--- src/rtl/bmc_heartbeat_monitor_pkg.sv ---
// Shared types, default timing constants and helpers for the BMC heartbeat monitor.
package bmc_heartbeat_monitor_pkg;

    typedef enum logic [1:0] {
        ST_IDLE    = 2'd0,
        ST_ACQUIRE = 2'd1,
        ST_ALIVE   = 2'd2,
        ST_LOST    = 2'd3
    } hb_state_e;

    localparam int unsigned DEF_DEGLITCH_MS     = 2;
    localparam int unsigned DEF_MIN_HALF_MS     = 300;
    localparam int unsigned DEF_MAX_HALF_MS     = 700;
    localparam int unsigned DEF_LOST_TIMEOUT_MS = 3000;
    localparam int unsigned DEF_GOOD_EDGES      = 4;
    localparam int unsigned DEF_CNT_W           = 12;
    localparam int unsigned STAT_W              = 8;

    // Increment that sticks at lim instead of wrapping.
    function automatic logic [31:0] sat_inc(input logic [31:0] val, input logic [31:0] lim);
        return (val >= lim) ? lim : val + 32'd1;
    endfunction

endpackage

--- src/rtl/bmc_heartbeat_monitor_hb_sync_deglitch.sv ---
// Synchronises the raw heartbeat pin, deglitches it on the ms tick and
// emits a one-clk pulse per accepted level change.
module bmc_heartbeat_monitor_hb_sync_deglitch
    import bmc_heartbeat_monitor_pkg::*;
#(
    parameter int unsigned DEGLITCH_MS = DEF_DEGLITCH_MS
) (
    input  logic clk,
    input  logic rst_l,
    input  logic ms_tick,
    input  logic hb_in,
    output logic edge_pulse
);

    localparam int unsigned DG_W = $clog2(DEGLITCH_MS + 1);

    logic            sync1_q, sync1_d;
    logic            sync2_q, sync2_d;
    logic            level_q, level_d;
    logic [DG_W-1:0] dg_cnt_q, dg_cnt_d;
    logic            edge_q, edge_d;

    // Level flips once DEGLITCH_MS consecutive tick samples disagree with it.
    always_comb begin
        sync1_d  = hb_in;
        sync2_d  = sync1_q;
        level_d  = level_q;
        dg_cnt_d = dg_cnt_q;
        edge_d   = 1'b0;
        if (ms_tick) begin
            if (sync2_q == level_q) begin
                dg_cnt_d = '0;
            end else if (32'(dg_cnt_q) + 32'd1 >= 32'(DEGLITCH_MS)) begin
                level_d  = sync2_q;
                dg_cnt_d = '0;
                edge_d   = 1'b1;
            end else begin
                dg_cnt_d = dg_cnt_q + DG_W'(1);
            end
        end
    end

    always_ff @(posedge clk or negedge rst_l) begin
        if (!rst_l) begin
            sync1_q  <= 1'b0;
            sync2_q  <= 1'b0;
            level_q  <= 1'b0;
            dg_cnt_q <= '0;
            edge_q   <= 1'b0;
        end else begin
            sync1_q  <= sync1_d;
            sync2_q  <= sync2_d;
            level_q  <= level_d;
            dg_cnt_q <= dg_cnt_d;
            edge_q   <= edge_d;
        end
    end

    assign edge_pulse = edge_q;

endmodule

--- src/rtl/bmc_heartbeat_monitor.sv ---
// Qualifies the 1 Hz BMC heartbeat into alive/lost status for BIOS failover.
// Statistics outputs are built only when BMC_HB_STATS_EN is defined.
module bmc_heartbeat_monitor
    import bmc_heartbeat_monitor_pkg::*;
#(
    parameter int unsigned DEGLITCH_MS     = DEF_DEGLITCH_MS,
    parameter int unsigned MIN_HALF_MS     = DEF_MIN_HALF_MS,
    parameter int unsigned MAX_HALF_MS     = DEF_MAX_HALF_MS,
    parameter int unsigned LOST_TIMEOUT_MS = DEF_LOST_TIMEOUT_MS,
    parameter int unsigned GOOD_EDGES      = DEF_GOOD_EDGES,
    parameter int unsigned CNT_W           = DEF_CNT_W
) (
    input  logic              clk,
    input  logic              rst_l,
    input  logic              ms_tick,
    input  logic              enable,
    input  logic              hb_in,
    output logic              hb_alive,
    output logic              hb_lost,
    output logic              hb_lost_pulse,
    output logic [STAT_W-1:0] edge_count,
    output logic [CNT_W-1:0]  last_half_ms,
    output logic [STAT_W-1:0] fault_cnt
);

    localparam int unsigned GC_W = $clog2(GOOD_EDGES + 1);

    hb_state_e        state_q, state_d;
    logic [CNT_W-1:0] hp_cnt_q, hp_cnt_d;
    logic [GC_W-1:0]  good_cnt_q, good_cnt_d;
    logic             first_q, first_d;
    logic             alive_q, alive_d;
    logic             lost_q, lost_d;
    logic             lost_pulse_q, lost_pulse_d;

    logic edge_acc;
    logic edge_valid;
    logic meas_edge;
    logic timeout;

    bmc_heartbeat_monitor_hb_sync_deglitch #(
        .DEGLITCH_MS (DEGLITCH_MS)
    ) u_sync_deglitch (
        .clk        (clk),
        .rst_l      (rst_l),
        .ms_tick    (ms_tick),
        .hb_in      (hb_in),
        .edge_pulse (edge_acc)
    );

    // An edge landing on the timeout tick wins and measures as too long.
    assign edge_valid = (32'(hp_cnt_q) >= 32'(MIN_HALF_MS)) && (32'(hp_cnt_q) <= 32'(MAX_HALF_MS));
    assign meas_edge  = edge_acc && !first_q;
    assign timeout    = (32'(hp_cnt_q) >= 32'(LOST_TIMEOUT_MS)) && !edge_acc;

    always_comb begin
        state_d      = state_q;
        hp_cnt_d     = hp_cnt_q;
        good_cnt_d   = good_cnt_q;
        first_d      = first_q;
        alive_d      = 1'b0;
        lost_d       = 1'b0;
        lost_pulse_d = 1'b0;

        if (!enable || state_q == ST_IDLE) begin
            state_d    = enable ? ST_ACQUIRE : ST_IDLE;
            hp_cnt_d   = '0;
            good_cnt_d = '0;
            first_d    = 1'b1;
        end else begin
            if (edge_acc) begin
                hp_cnt_d = '0;
                first_d  = 1'b0;
            end else if (ms_tick) begin
                hp_cnt_d = CNT_W'(sat_inc(32'(hp_cnt_q), 32'(LOST_TIMEOUT_MS)));
            end

            if (meas_edge) begin
                good_cnt_d = edge_valid ? GC_W'(sat_inc(32'(good_cnt_q), 32'(GOOD_EDGES))) : '0;
            end

            case (state_q)
                ST_ACQUIRE: begin
                    if (32'(good_cnt_d) >= 32'(GOOD_EDGES)) begin
                        state_d = ST_ALIVE;
                    end else if (timeout) begin
                        state_d    = ST_LOST;
                        good_cnt_d = '0;
                    end
                end
                ST_ALIVE: begin
                    if (meas_edge && !edge_valid) begin
                        state_d = ST_ACQUIRE;
                    end else if (timeout) begin
                        state_d    = ST_LOST;
                        good_cnt_d = '0;
                    end
                end
                ST_LOST: begin
                    if (meas_edge && edge_valid) begin
                        state_d    = ST_ACQUIRE;
                        good_cnt_d = GC_W'(1);
                    end
                end
                default: state_d = ST_IDLE;
            endcase
        end

        alive_d      = (state_d == ST_ALIVE);
        lost_d       = (state_d == ST_LOST);
        lost_pulse_d = (state_d == ST_LOST) && (state_q == ST_ACQUIRE || state_q == ST_ALIVE);
    end

    always_ff @(posedge clk or negedge rst_l) begin
        if (!rst_l) begin
            state_q      <= ST_IDLE;
            hp_cnt_q     <= '0;
            good_cnt_q   <= '0;
            first_q      <= 1'b1;
            alive_q      <= 1'b0;
            lost_q       <= 1'b0;
            lost_pulse_q <= 1'b0;
        end else begin
            state_q      <= state_d;
            hp_cnt_q     <= hp_cnt_d;
            good_cnt_q   <= good_cnt_d;
            first_q      <= first_d;
            alive_q      <= alive_d;
            lost_q       <= lost_d;
            lost_pulse_q <= lost_pulse_d;
        end
    end

    assign hb_alive      = alive_q;
    assign hb_lost       = lost_q;
    assign hb_lost_pulse = lost_pulse_q;

`ifdef BMC_HB_STATS_EN
    logic [STAT_W-1:0] edge_count_q, edge_count_d;
    logic [CNT_W-1:0]  last_half_q, last_half_d;
    logic [STAT_W-1:0] fault_cnt_q, fault_cnt_d;

    // The unmeasured first edge is counted but never classified.
    always_comb begin
        edge_count_d = edge_count_q;
        last_half_d  = last_half_q;
        fault_cnt_d  = fault_cnt_q;
        if (!enable || state_q == ST_IDLE) begin
            edge_count_d = '0;
            last_half_d  = '0;
            fault_cnt_d  = '0;
        end else if (edge_acc) begin
            edge_count_d = STAT_W'(sat_inc(32'(edge_count_q), 32'({STAT_W{1'b1}})));
            if (!first_q) begin
                last_half_d = hp_cnt_q;
                if (!edge_valid) begin
                    fault_cnt_d = STAT_W'(sat_inc(32'(fault_cnt_q), 32'({STAT_W{1'b1}})));
                end
            end
        end
    end

    always_ff @(posedge clk or negedge rst_l) begin
        if (!rst_l) begin
            edge_count_q <= '0;
            last_half_q  <= '0;
            fault_cnt_q  <= '0;
        end else begin
            edge_count_q <= edge_count_d;
            last_half_q  <= last_half_d;
            fault_cnt_q  <= fault_cnt_d;
        end
    end

    assign edge_count   = edge_count_q;
    assign last_half_ms = last_half_q;
    assign fault_cnt    = fault_cnt_q;
`else
    assign edge_count   = '0;
    assign last_half_ms = '0;
    assign fault_cnt    = '0;
`endif

endmodule

--- config.mk ---
export PLATFORM = sky130hd
export DESIGN_NAME = bmc_heartbeat_monitor
export DESIGN_NICKNAME = d
export VERILOG_FILES = /design/src/rtl/bmc_heartbeat_monitor_pkg.sv /design/src/rtl/bmc_heartbeat_monitor_hb_sync_deglitch.sv /design/src/rtl/bmc_heartbeat_monitor.sv
export SDC_FILE = /design/constraint.sdc
export NUM_CORES = 1
export LEC_CHECK = 0
export BUFFER_PORTS_ARGS = -buffer_cell sky130_fd_sc_hd__buf_2
export CORE_MARGIN = 4
export CORE_UTILIZATION = 49
export DETAILED_ROUTE_END_ITERATION = 8
export PLACE_DENSITY_LB_ADDON = 0.1
export SETUP_SLACK_MARGIN = 0.5
export SYNTH_ARGS = -nofsm -noshare
export SYNTH_HDL_FRONTEND = slang
export SYNTH_SLANG_ARGS = --single-unit
--- constraint.sdc ---
create_clock -name clk -period 1.6 [get_ports clk]
set_input_delay 0.16 -clock clk [delete_from_list [all_inputs] [get_ports clk]]
set_output_delay 0.16 -clock clk [all_outputs]
set_load 0.03 [all_outputs]
==> results.yml <==
status:
  status: "complete, but fails checks"
  violations: "negative setup slack"
synth:
  seq_area_frac_synth_pct: 37.18
  synth-edff-count: 0
  syn_area_per_cell_um2: 9.102
  synthArstFlopShare_pct: 100.0
  synth_area_um2: 1820
  synth_cells: 200
  synth_cell_types: 46
  ys_warn_count: 0
  ys_ff_latch: 27
  yosys_most_used_dff: "dfrtp_1"
timing:
  rsz0062_at_grt: "true"
  maxSlewHeadroom_pct: 59.08
  layout_min_cycle_time_ns: 1.845
  hold_viol_final: 0
  fmax_mhz: 541.9
  fin_skew_ns: 0.002822
  worst_pin_slew_ns: 0.6137
  slew_violations: 0
  setup_ws_ns: -0.2454
  fin_setup_tns_ns: -1.555
  setup_viol: 16
  finalCritPeriodShare_pct: 115.3
global_routing:
  grt_pass1_vias: 1545
  grt_antenna_before_repair: 0
  grt_pass1_wl_mm: 7.452
  track_usage_pct: 20.72
  grt_start_max_net_pins: 28
  grt_overflow: 0
route:
  vias_per_cell: 5.358
  finalWirelength_mm: 4.490
  drt.antenna.violating_nets: 0
  drc: 0
  drt-initial-drc-count: 67
  post_drt_wl_per_cell_um: 15.32
  vias: 1570
  first_pass_iters: 4
clock_tree:
  clk_path_buf_depth: 2
  tritoncts: "built"
  clock-root-buffer: "clkbuf_8"
  clkLatencyLatePin_ns: 0.27
  cts_inserted_buffers: 3
  cts.sinks: 27
  htree_num_levels: 1
  clkTransAtPathRegs_ns: 0.10
setup_path:
  slowest_stage: "dfrtp_1"
  critical-path-top-delay-family: "compound AO/OA/AOI/OAI gates"
  required_ns: 1.81
  crit_path_max_incr_delay_ns: 0.46
  cp_max_fo: 5
  cp-end-kind: "flop"
  worst_ep_arrival_time_ns: 2.06
  path_cells: "a21o_1 > a211oi_4 > a31oi_2 > o31ai_1 > o211a_1 > a21boi_2"
  path_buf_inv: 0
  worstSetupStartpointType: "flop"
  critical_path_class: "reg2reg"
job:
  max_cap_violations: 0
power:
  power_density_nw_per_um2: 677.8
  p_leak_uw: 0.001089
  ir_drop_mv: 0.7707
floorplanning:
  rows: 21
  initial_core_util_pct: 52.49
  core-area_um2: 3468
  die_w_um: 68.96
  die_area_um2: 4755
  ios: 36
  die_height_um: 68.96
finish:
  stdcell_area_um2: 2432
  antennaDiodeCount: 0
  syn_to_final_growth_pct: 33.61
  drive_above_1_share_pct: 43.32
  nets: 263
placed_design:
  place_area_um2: 2031
  gp_congestion: 0.8677
  post-dp-hpwl_mm: 3.000
  port_buffers: 7
worst_hold_path:
  hold_class: "in2reg"
==> sequential cells by signal (all words and copies together), names as in the netlist, 2 cells and up <==
register                  flops
hp_cnt_q                     12
state_q                       2
u_sync_deglitch.dg_cnt_q      2
good_cnt_q                    3
==> cell usage in the layout, fill, tap and decap left out, types with 4 or more instances in the layout <==
cell type and count:
a211oi_2 4, a21oi_1 8, nor2_1 8, conb_1 28, nand2_1 12, nand2b_1 4
dfrtp_1 23, o21ai_0 5, a21oi_2 7, ha_1 6, and3_4 4, buf_4 30
o21ai_2 5, inv_1 11, buf_6 10, buf_2 7
==> where the power goes <==
part	internal (uW)	switching, uW
Combinational	196	279
Sequential	735	29.8
Clock	177	232
Total	1110	540
==> worst reg2reg max path, delay by kind of cell, from the launching register on <==
kind,cells,cell delay (ns)
compound gates,6,1.32
flops,1,0.46
==> through the flow <==
step | cells | hold slack (ns) | setup slack (ns) | util (%) | total power [uW]
final | 293 | 0.1653 | -0.2454 | 70.13 | 1649
after global routing | 293 | 0.1486 | -0.3203 | 70.13 | 1739
after CTS | 292 | 0.1542 | -0.1572 | 67.82 | 1603
after detailed placement | 274 | 0.2197 | -0.1597 | 58.55 | 1120
after global placement | 274 | 0.2031 | -0.1174 | 58.55 | 1101
after floorplan | 227 | -0.1356 | -0.03542 | - | 1090
==> timing repair <==
item,CTS,global route
endpoints found under the setup margin,21,21
resized for setup,42,16
buffers inserted,11,1
hold buffers,2,0
cloned,1,0
pin swaps,29,28
hold endpoints to repair,27,0
==> synth_stat cells, types with 2 or more instances <==
| cell type | count | share of area [%] |
|---|---|---|
| nand4_1 | 2 | 0.69 |
| ha_1 | 10 | 6.9 |
| nand3_1 | 6 | 1.6 |
| buf_2 | 2 | 0.55 |
| buf_4 | 28 | 12 |
| a31o_1 | 2 | 0.96 |
| nor2b_1 | 5 | 1.7 |
| and2_1 | 2 | 0.69 |
| a311oi_1 | 2 | 0.96 |
| a21oi_1 | 15 | 4.1 |
| and4_1 | 3 | 1.4 |
| nand2_1 | 13 | 2.7 |
| and3_1 | 5 | 1.7 |
| a211oi_2 | 2 | 1.4 |
| a211oi_1 | 3 | 1.2 |
| inv_1 | 14 | 2.9 |
| nor2_1 | 10 | 2.1 |
| o21ai_0 | 9 | 2.5 |
| clkbuf_1 | 3 | 0.62 |
| or3_1 | 2 | 0.69 |
| dfrtp_1 | 26 | 36 |
| o21a_1 | 2 | 0.82 |
| nand2b_1 | 5 | 1.7 |
| a31oi_1 | 3 | 1.0 |
| o21ai_1 | 2 | 0.55 |
| nand3b_1 | 3 | 1.2 |
| o211ai_1 | 2 | 0.82 |
==> kinds of logic after synthesis <==
family                     after synthesis  synth area share, %
muxes                                    2                1.168
xor gates and xnor gates                 1               0.4812
other                                    1               0.2060
and+or+nand+nor                         59                18.56
DFF                                     27                37.18
AOI/OAI and AO/OA                       52                19.31
adders and majority gates               10                6.873
buffers and inverters                   48                16.22
==> final timing paths <==
check	start	to	slack (ns)	cells past startpoint
worst min-delay path	enable	state_q[0]	0.17	2
max in group asynchronous	rst_l	hp_cnt_q[11]	0.75	2
worst min register to register	u_sync_deglitch.sync1_q	u_sync_deglitch.sync2_q	0.38	0
worst max-delay path	hp_cnt_q[6]	hb_alive	-0.25	6
worst max register to register	hp_cnt_q[6]	hb_alive	-0.25	6
min in group asynchronous	rst_l	hp_cnt_q[8]	0.42	2
==> cell type report <==
cell class                      instances  area, um^2
Tap cell                               46       57.56
Multi-Input combinational cell        153        1200
Inverter                               14       52.55
Timing Repair Buffer                   49       392.9
Sequential cell                        27       680.7
Clock buffer                            3       41.29
Fill cell                             279        1036
Clock inverter                          1       7.507
==> routing by layer <==
metal  wire length (um)  GRT usage [%]  vias up
li1                   -              -      746
met4                 68          6.083        0
met1               1982          28.30      767
met3                216          2.431       10
met2               2223          34.40       47
met5                  0              0        -
No activity file was read; power rests on OpenSTA's default activity.
